===== src/rtl/legv8_control_unit.sv =====
// legv8_control_unit
//   Multi-cycle control unit for the LEGv8 datapath. Fetches an instruction
//   from RAM (F1/F2), latches it in the instruction register, then decodes it
//   in EX (plus LD2 for loads) and drives every datapath control input.
//
// Ports
//   CLK, RST        clock (rising edge), asynchronous active-low reset
//   INSTR           instruction word from DBUS[31:0], latched at the F2 edge
//   STAT_Z          ALU zero flag of the current cycle (used by CBZ only)
//   SA, SB, DA, WR  register selects and register file write enable
//   FS, C0, K, M    ALU function, carry-in, constant, B-input select
//   EN_ALU/EN_B/EN_PC            DBUS driver enables
//   EN_ADDR_ALU/EN_ADDR_PC       RAM address driver enables
//   PC_SEL, PS                   PC input select and PC operation
//   RCS, RWE, ROE                RAM strobes
//   SFL, HALTED, IR_Q            status load, halt indicator, IR contents
//
// Configuration
//   CU_CBZ_EN  when defined, CBZ is decoded; otherwise CBZ halts like any
//              unlisted opcode and STAT_Z is ignored.
module legv8_control_unit (
  input  logic        CLK,
  input  logic        RST,
  input  logic [31:0] INSTR,
  input  logic        STAT_Z,
  output logic [4:0]  SA,
  output logic [4:0]  SB,
  output logic [4:0]  DA,
  output logic        WR,
  output logic [4:0]  FS,
  output logic        C0,
  output logic [63:0] K,
  output logic        M,
  output logic        EN_ALU,
  output logic        EN_B,
  output logic        EN_PC,
  output logic        EN_ADDR_ALU,
  output logic        EN_ADDR_PC,
  output logic        PC_SEL,
  output logic [1:0]  PS,
  output logic        RCS,
  output logic        RWE,
  output logic        ROE,
  output logic        SFL,
  output logic        HALTED,
  output logic [31:0] IR_Q
);

  localparam logic [4:0] FS_ADD = 5'b01000;
  localparam logic [4:0] FS_SUB = 5'b01001;
  localparam logic [4:0] FS_AND = 5'b00000;
  localparam logic [4:0] FS_ORR = 5'b00100;

  typedef enum logic [2:0] {ST_F1, ST_F2, ST_EX, ST_LD2, ST_HALT} state_t;
  typedef enum logic [3:0] {
    OP_ADD, OP_SUB, OP_AND, OP_ORR, OP_ADDI, OP_SUBI,
    OP_LDUR, OP_STUR, OP_B, OP_CBZ, OP_BAD
  } op_t;

  state_t      state_reg;
  logic [31:0] ir_reg;
  op_t         op;

  logic [4:0] rd, rn, rm;
  assign rd = ir_reg[4:0];
  assign rn = ir_reg[9:5];
  assign rm = ir_reg[20:16];

  // Opcode fields have different widths per format, so match longest first.
  always_comb begin
    op = OP_BAD;
    if (ir_reg == 32'h0)                     op = OP_BAD;
    else if (ir_reg[31:21] == 11'b10001011000) op = OP_ADD;
    else if (ir_reg[31:21] == 11'b11001011000) op = OP_SUB;
    else if (ir_reg[31:21] == 11'b10001010000) op = OP_AND;
    else if (ir_reg[31:21] == 11'b10101010000) op = OP_ORR;
    else if (ir_reg[31:21] == 11'b11111000010) op = OP_LDUR;
    else if (ir_reg[31:21] == 11'b11111000000) op = OP_STUR;
    else if (ir_reg[31:22] == 10'b1001000100)  op = OP_ADDI;
    else if (ir_reg[31:22] == 10'b1101000100)  op = OP_SUBI;
`ifdef CU_CBZ_EN
    else if (ir_reg[31:24] == 8'b10110100)     op = OP_CBZ;
`endif
    else if (ir_reg[31:26] == 6'b000101)       op = OP_B;
  end

`ifndef CU_CBZ_EN
  // STAT_Z has no consumer when CBZ is compiled out.
  logic unused_stat_z;
  assign unused_stat_z = STAT_Z;
`endif

  always_ff @(posedge CLK or negedge RST) begin
    if (!RST) begin
      state_reg <= ST_F1;
      ir_reg    <= 32'h0;
    end else begin
      unique case (state_reg)
        ST_F1:   state_reg <= ST_F2;
        ST_F2: begin
          ir_reg    <= INSTR;
          state_reg <= ST_EX;
        end
        ST_EX: begin
          if (op == OP_LDUR)     state_reg <= ST_LD2;
          else if (op == OP_BAD) state_reg <= ST_HALT;
          else                   state_reg <= ST_F1;
        end
        ST_LD2:  state_reg <= ST_F1;
        ST_HALT: state_reg <= ST_HALT;
        default: state_reg <= ST_F1;
      endcase
    end
  end

  assign IR_Q = ir_reg;

  always_comb begin
    SA = 5'd0; SB = 5'd0; DA = 5'd0; WR = 1'b0;
    FS = FS_ADD; C0 = 1'b0; K = 64'd0; M = 1'b0;
    EN_ALU = 1'b0; EN_B = 1'b0; EN_PC = 1'b0;
    EN_ADDR_ALU = 1'b0; EN_ADDR_PC = 1'b0;
    PC_SEL = 1'b0; PS = 2'b00;
    RCS = 1'b0; RWE = 1'b0; ROE = 1'b0; SFL = 1'b0; HALTED = 1'b0;

    unique case (state_reg)
      ST_F1, ST_F2: begin
        EN_ADDR_PC = 1'b1; RCS = 1'b1; ROE = 1'b1;
      end
      ST_EX: begin
        unique case (op)
          OP_ADD, OP_SUB, OP_AND, OP_ORR, OP_ADDI, OP_SUBI: begin
            SA = rn; SB = rm; DA = rd;
            EN_ALU = 1'b1; WR = 1'b1; PS = 2'b01;
            case (op)
              OP_SUB, OP_SUBI: FS = FS_SUB;
              OP_AND:          FS = FS_AND;
              OP_ORR:          FS = FS_ORR;
              default:         FS = FS_ADD;
            endcase
            C0  = (op == OP_SUB) || (op == OP_SUBI);
            SFL = (op == OP_ADD) || (op == OP_SUB);
            if ((op == OP_ADDI) || (op == OP_SUBI)) begin
              M = 1'b1;
              K = {52'd0, ir_reg[21:10]};
            end
          end
          OP_LDUR: begin
            SA = rn; M = 1'b1; K = {{55{ir_reg[20]}}, ir_reg[20:12]};
            EN_ADDR_ALU = 1'b1; RCS = 1'b1; ROE = 1'b1;
          end
          OP_STUR: begin
            SA = rn; M = 1'b1; K = {{55{ir_reg[20]}}, ir_reg[20:12]};
            EN_ADDR_ALU = 1'b1;
            SB = rd; EN_B = 1'b1; RCS = 1'b1; RWE = 1'b1; PS = 2'b01;
          end
          OP_B: begin
            PC_SEL = 1'b1; K = {{38{ir_reg[25]}}, ir_reg[25:0]}; PS = 2'b11;
          end
`ifdef CU_CBZ_EN
          OP_CBZ: begin
            // Test Rt + XZR so the zero flag is independent of K, which is
            // free to carry the branch offset to the PC input.
            SA = rd; SB = 5'd31; M = 1'b0;
            if (STAT_Z) begin
              PC_SEL = 1'b1; K = {{45{ir_reg[23]}}, ir_reg[23:5]}; PS = 2'b11;
            end else begin
              PS = 2'b01;
            end
          end
`endif
          default: ;
        endcase
      end
      ST_LD2: begin
        SA = rn; M = 1'b1; K = {{55{ir_reg[20]}}, ir_reg[20:12]};
        EN_ADDR_ALU = 1'b1; RCS = 1'b1; ROE = 1'b1;
        DA = rd; WR = 1'b1; PS = 2'b01;
      end
      ST_HALT: HALTED = 1'b1;
      default: ;
    endcase

    // X31 is the zero register; writes to it are discarded.
    if (DA == 5'd31) WR = 1'b0;
  end

endmodule


===== config.mk =====
export PLATFORM = sky130hd
export DESIGN_NAME = legv8_control_unit
export DESIGN_NICKNAME = d
export VERILOG_FILES = /design/src/rtl/legv8_control_unit.sv
export SDC_FILE = /design/constraint.sdc
export NUM_CORES = 1
export LEC_CHECK = 0
export ABC_AREA = 1
export CORE_ASPECT_RATIO = 1.2
export CORE_MARGIN = 2
export CORE_UTILIZATION = 34
export DETAILED_ROUTE_END_ITERATION = 7
export HOLD_SLACK_MARGIN = 0.03
export PLACE_DENSITY = 0.77
export SYNTH_ARGS = -nofsm -noshare
export SYNTH_HDL_FRONTEND = slang
export SYNTH_SLANG_ARGS = --single-unit

===== constraint.sdc =====
create_clock -name CLK -period 2.25 [get_ports CLK]
set_input_delay 0.3375 -clock CLK [delete_from_list [all_inputs] [get_ports CLK]]
set_output_delay 0.3375 -clock CLK [all_outputs]
set_load 0.03 [all_outputs]

==> metrics.txt <==
Synth async-reset ratio=1.000; internal power=between 3 and 4 mW; Comb pwr share=0.751; routed wire length=13220 µm; vias=3898; critical path launch point type=flip-flop; first-pass detailed-route iteration total=5; Final min period=2560 ps; antenna violations before repair=0; Filler Cells Inserted=about 480; placed insts=~660; Register Area=just under 900 µm²; Reg2Reg Setup Slack=about 380 ps; Ports=roughly 170; TNS Setup=-15920 ps; Initial Util=0.3535; Psw=3.923 mW; sw frac=0.5144; Cell Pwr Density=1250 nW/µm²; crit share post-route=1.138; YS warnings=0; worst slack, placed=-86.69 ps; clk slew on worst S/H paths=70 ps; chip height=102.3 µm; GR Util met1=0.2816; clk sink count=35; Die Footprint=approximately 8800 µm²; drt wl/cell=around 18 µm; failing checks=negative setup slack; RSZ-0062 raised after global routing=yes; ant diodes=0; Setup-failing EPs final=90; DRC violations left=0; Area Overhead vs Synth=122.6%; GRT overflow=0; Crit Path Class=reg2out; Setup WS post-layout=-310.4 ps; multi-input logic area=between 1500 and 2000 µm²; TritonCTS buffer count=5; CTS tree=built; Post-layout nets=around 670; Max FO, Critical Path=6; Detail Route Antenna Nets=0; clock root cell=clkbuf_8; main flop type after synthesis=dfrtp_1; Clock Tree Buf Depth=2; max reg flops=32; starting DRC count in detailed routing=around 240; Yosys top cell area share=0.3196; met3 GRT Util=0.05170; register bit total from synthesis=35; Via density=around 5.4; worst path required time=approximately 1900 ps; type of the worst min-delay path=in2async; part of the power in registers=0.180; MaxCap Viol Count=0; Final Instance Count excl. Fillers=724; Die W=between 80 and 90 µm; worst skew pair latency=300 ps; final slew viol count=0; met2 usage=0.4693; share of cells above drive strength 1=0.5459; Worst Tran Pin Value=about 840 ps; hold_buf cts=0; leakage power=about 3.0 nW; Area contributors post-synth=dfrtp_1 (32%), nand2_1 (13%), buf_4 (12%), nor2_1 (9.2%), a21oi_1 (5.5%); CTS HTree Levels=2; row cnt=35; post-synthesis sequential area ratio=0.3196; Port Buffer Count=162; largest net degree at the start of global routing=38; peak supply drop=0.7967 mV; GR peak layer=met2; outcome=complete, but fails checks; syn avg cell area=between 6 and 7 µm²; CP Capture Type=output port; synthesized area=2740 µm²; final setup skew=6.240 ps; distinct cell type count after synthesis=30; number of global-route vias before repair=about 3600; GPL Wtd Cong=~0.9; final hold vios=0; clock network fraction of design power=0.069; f_max=390.6 MHz; first-pass GRT wire length=approximately 18000 µm; Synth Instances=413; CP Data Arrival Time=2220 ps; area leader, netlist=dfrtp_1; total power=7.626 mW; hpwl dp=around 8000 µm; core area=around 7800 µm²; Slew headroom=0.4407; GRT Resource Usage Total=0.2545; Post-synth EDFFs=0
-- cell families after synthesis --
group / count (synthesis) / share of synthesized area
AND/OR/NAND/NOR: 204 / 0.3119
buffers and inverters: 100 / 0.2023
AO/OA/AOI/OAI: 68 / 0.1443
flip-flops: 35 / 0.3196
multiplexers: 5 / 0.02055
other: 1 / 0.001369
-- repair_timing --
item	CTS	global route
buffers inserted	30	24
resized for setup	224	108
setup endpoints to repair	92	95
pin swaps	28	37
gates cloned	4	1
hold endpoints to repair	0	0
-- power groups by stage --
| stage | logic (mW) | clock network [mW] | registers (mW) |
|---|---|---|---|
| after floorplan | 1.96 | 0 | 1.82 |
| after global placement | 4.36 | 0 | 1.27 |
| after detailed placement | 4.40 | 0 | 1.28 |
| after CTS | 5.27 | 0.536 | 1.29 |
| after global routing | 5.98 | 0.561 | 1.40 |
| final | 5.73 | 0.529 | 1.37 |
-- cells in the mapped netlist, types with 2 or more instances --
cell      count
nand2_1      98
mux2_2        5
inv_2         4
nand3_1      11
o21ai_2       9
nand4_1       9
buf_2         7
buf_4        43
nor2_1       67
inv_1        37
nor3_1        9
dfrtp_1      35
o211ai_1      6
a21oi_1      30
clkbuf_1      5
nor2_2        4
o21ai_0      18
clkinv_1      2
o21ai_1       2
nand2_2       2
-- routing by layer --
layer | vias up | part of all wire
met5 | - | 0
met4 | 0 | 0.045
met3 | 62 | 0.085
met2 | 257 | 0.52
met1 | 1866 | 0.35
li1 | 1713 | -
-- cells in the final DEF, fill, tap and decap left out, drive strengths merged --
cell type / netlist / routed
nand3: 11 / 11
conb: 1 / 3
nor2: 72 / 72
a21oi: 30 / 30
mux2: 5 / 5
nand2: 101 / 101
o31ai: 1 / 1
nor3: 9 / 9
nor4: 2 / 2
a31oi: 1 / 1
o211ai: 6 / 6
buf: 51 / 198
clkinvlp: 0 / 1
clkinv: 3 / 2
o21ai: 29 / 29
clkdlybuf4s50: 0 / 66
dfrtp: 35 / 35
nand4: 9 / 9
a211oi: 1 / 1
clkbuf: 5 / 8
inv: 41 / 42
-- per-stage QoR --
stage	utilization	hold WS (ps)	area (µm²)
6_report	0.7871	144.9	6101
4_1_cts	0.7277	155.0	5640
3_3_place_gp	0.5772	465.9	4474
3_5_place_dp	0.5772	473.8	4474
5_1_grt	0.7871	200.0	6101
2_1_floorplan	-	41.91	2885
-- critical path: stages (launching register included) --
cell,delay [ps]
dfrtp_2,420
buf_4,140
nor2_2,170
nand2_2,130
nor2_4,140
nand3_1,110
nand2_1,130
nor2_2,70
nor2_4,160
buf_12,140
nand4_1,70
nand2_1,110
buf_6,140
-- layout make-up --
class	count	area share
multi-input combinational	280	0.3029
tap	92	0.01887
timing repair inverter	1	0.001436
sequential	35	0.1452
timing repair buffer	264	0.4817
clock buffer	8	0.01641
inverter	44	0.03343
-- path summary, 6_finish.rpt --
check | start | end | depth (start not counted)
hold / removal | RST | IR_Q[26] | 1
max in group asynchronous | RST | IR_Q[28] | 1
hold reg to reg | IR_Q[9] | IR_Q[9] | 2
setup / recovery | IR_Q[28] | SB[3] | 12
min in group CLK | IR_Q[9] | IR_Q[9] | 2
setup reg to reg | IR_Q[28] | state_reg[2] | 12
Note: power is estimated with default switching activity, not from simulation.
==> RTL change (same settings) <==
The 5 states of `state_t` get a Gray code encoding in 3 bits.
--- a/src/rtl/legv8_control_unit.sv
+++ b/src/rtl/legv8_control_unit.sv
@@ -51,7 +51,7 @@
   localparam logic [4:0] FS_AND = 5'b00000;
   localparam logic [4:0] FS_ORR = 5'b00100;
 
-  typedef enum logic [2:0] {ST_F1, ST_F2, ST_EX, ST_LD2, ST_HALT} state_t;
+  typedef enum logic [2:0] {ST_F1 = 3'b000, ST_F2 = 3'b001, ST_EX = 3'b011, ST_LD2 = 3'b010, ST_HALT = 3'b110} state_t;
   typedef enum logic [3:0] {
     OP_ADD, OP_SUB, OP_AND, OP_ORR, OP_ADDI, OP_SUBI,
     OP_LDUR, OP_STUR, OP_B, OP_CBZ, OP_BAD
Behaviour: no difference found for any inputs over 10 cycles, from zero or initial values and one cycle with RST low; not proved beyond that.
==> RTL change against the unedited design <==
The flow still finishes with violations (setup timing); total power down 0.47%; setup slack better by 0.17 ns; non-clock buffer count down 59; synthesized area up 4.2%; routed wire length down 14%; critical path type unchanged; sequential cell count unchanged; design area down 15%; fmax up 7.2%; highest routed layer unchanged.
==> RTL change: results (changes against the unedited design) <==
Synth area leaders -> dfrtp_1 31%, buf_4 11%, nand2_1 9.9%
Ant. Diodes -> 0 (unchanged)
global-route wire length before repair -> 16400 um (-6.9%)
met2 Use GR -> 38.9% (-8.1 points)
final setup fails -> 69 (-23%)
DRT iter0 DRCs -> 271 (+13%)
sequential-to-total area share from yosys stat -> 30.7% (-1.3 points)
CP Max Fanout -> 7 (+1)
Worst R2R Setup Slack -> 0.51 ns (+0.13 ns)
vias in the first global route -> 3334 (-6.3%)
largest net degree at the start of global routing -> 36 (-5.3%)
P_leak -> 2.57 nW (-14%)
final layout net count -> 615 (-7.7%)
grt met1 use -> 26.0% (-2.1 points)
peak supply drop -> 0.000829 V (+4.0%)
Filler Cells Inserted -> 690 (+43%)
DP HPWL -> 7770 um (-3.3%)
R2R depth -> 5 (-7)
M3 GR Usage -> 5.95% (+0.78 points)
most common cell after layout, fill and taps aside -> buf_6
status -> finished with violations
Place WS -> 0.144 ns (+0.231 ns)
worst slew margin relative to its limit -> 44.1% (about the same)
crit path max-delay cell type -> dfrtp_1
routability cong. -> 0.876 (-0.38%)
Vias -> 3494 (-10%)
root buf cell -> clkbuf_8
clock skew -> 0.0157 ns (+0.00946 ns)
setup slack after layout -> -0.139 ns (+0.172 ns)
share of cells above drive strength 1 -> 42.7% (-12 points)
FF-to-FF End -> IR_Q[21]
critical path arrival -> 2.05 ns (-0.17 ns)
yosys warns -> 0 (unchanged)
synth unique cells -> 35 (+17%)
failing checks -> setup timing
worst hold margin -> 0.130 ns (-0.0145 ns)
post-synth top area cell -> dfrtp_1
top cells by count, synth -> 75 x nand2_1, 59 x nor2_1, 43 x buf_4
reg-to-reg startpoint -> state_reg[2]
CTS Buffer Depth -> 2 (unchanged)
GRT Util Overall -> 22.7% (-2.8 points)
Psw -> 0.00421 W (+7.3%)
RTL change: power by group through the flow:
stage	logic, W	registers [W]	clock network (W)
3_3_place_gp	0.00482	0.00131	0
6_report	0.00575	0.00134	0.000497
5_1_grt	0.00607	0.00139	0.000529
3_5_place_dp	0.00488	0.00132	0
2_1_floorplan	0.00270	0.00178	0
4_1_cts	0.00510	0.00132	0.000505
RTL change: how the worst max path moves through the flow:
| stage | startpoint | to | slack [ns] | cells past startpoint |
|---|---|---|---|---|
| 5_1_grt | IR_Q[26] | DA[3] | -0.21 | 9 |
| 3_3_place_gp | IR_Q[26] | ROE | 0.15 | 6 |
| 6_report | IR_Q[26] | DA[3] | -0.14 | 9 |
| 3_5_place_dp | IR_Q[25] | ROE | 0.14 | 6 |
| 4_1_cts | IR_Q[26] | K[1] | -0.07 | 12 |
| 2_1_floorplan | IR_Q[29] | FS[0] | 0.005 | 6 |
RTL change: cell families (layout without fill, tap and decap cells):
group	after synthesis	count (layout)	share of synthesized area [%]
DFF	35	35	30.7
and+or+nand+nor	187	193	31.2
muxes	4	4	1.58
other	1	3	0.131
buffers and inverters	106	260	20.4
AOI/OAI and AO/OA	86	86	16.0
RTL change: repair_timing:
item	in CTS	in global routing
resized for setup	40	139
setup endpoints to repair	85	88
buffers inserted	8	17
pin swaps	6	34
gates cloned	3	6
RTL change: metrics by stage:
step	setup TNS [ns]	area, sq um	instances
2_1_floorplan	0	2880	421
4_1_cts	-1.81	4520	672
5_1_grt	-9.87	5160	695
3_3_place_gp	0	4200	653
6_report	-3.80	5160	695
3_5_place_dp	0	4200	653
RTL change: area by class of cell:
type                    instances  area share [%]
well taps                     114            2.76
multi-input cells             286            35.0
repair buffers                205            39.9
clock buffers                   7            1.67
inverters                      47            3.51
clock inverters                 1          0.0969
flip-flops and latches         35            17.1
RTL change: per-layer routing:
| layer | vias up | wire, um |
|---|---|---|
| met5 | - | 0 |
| met4 | 0 | 492 |
| met3 | 43 | 970 |
| met2 | 205 | 5740 |
| met1 | 1607 | 4180 |
| li1 | 1639 | - |
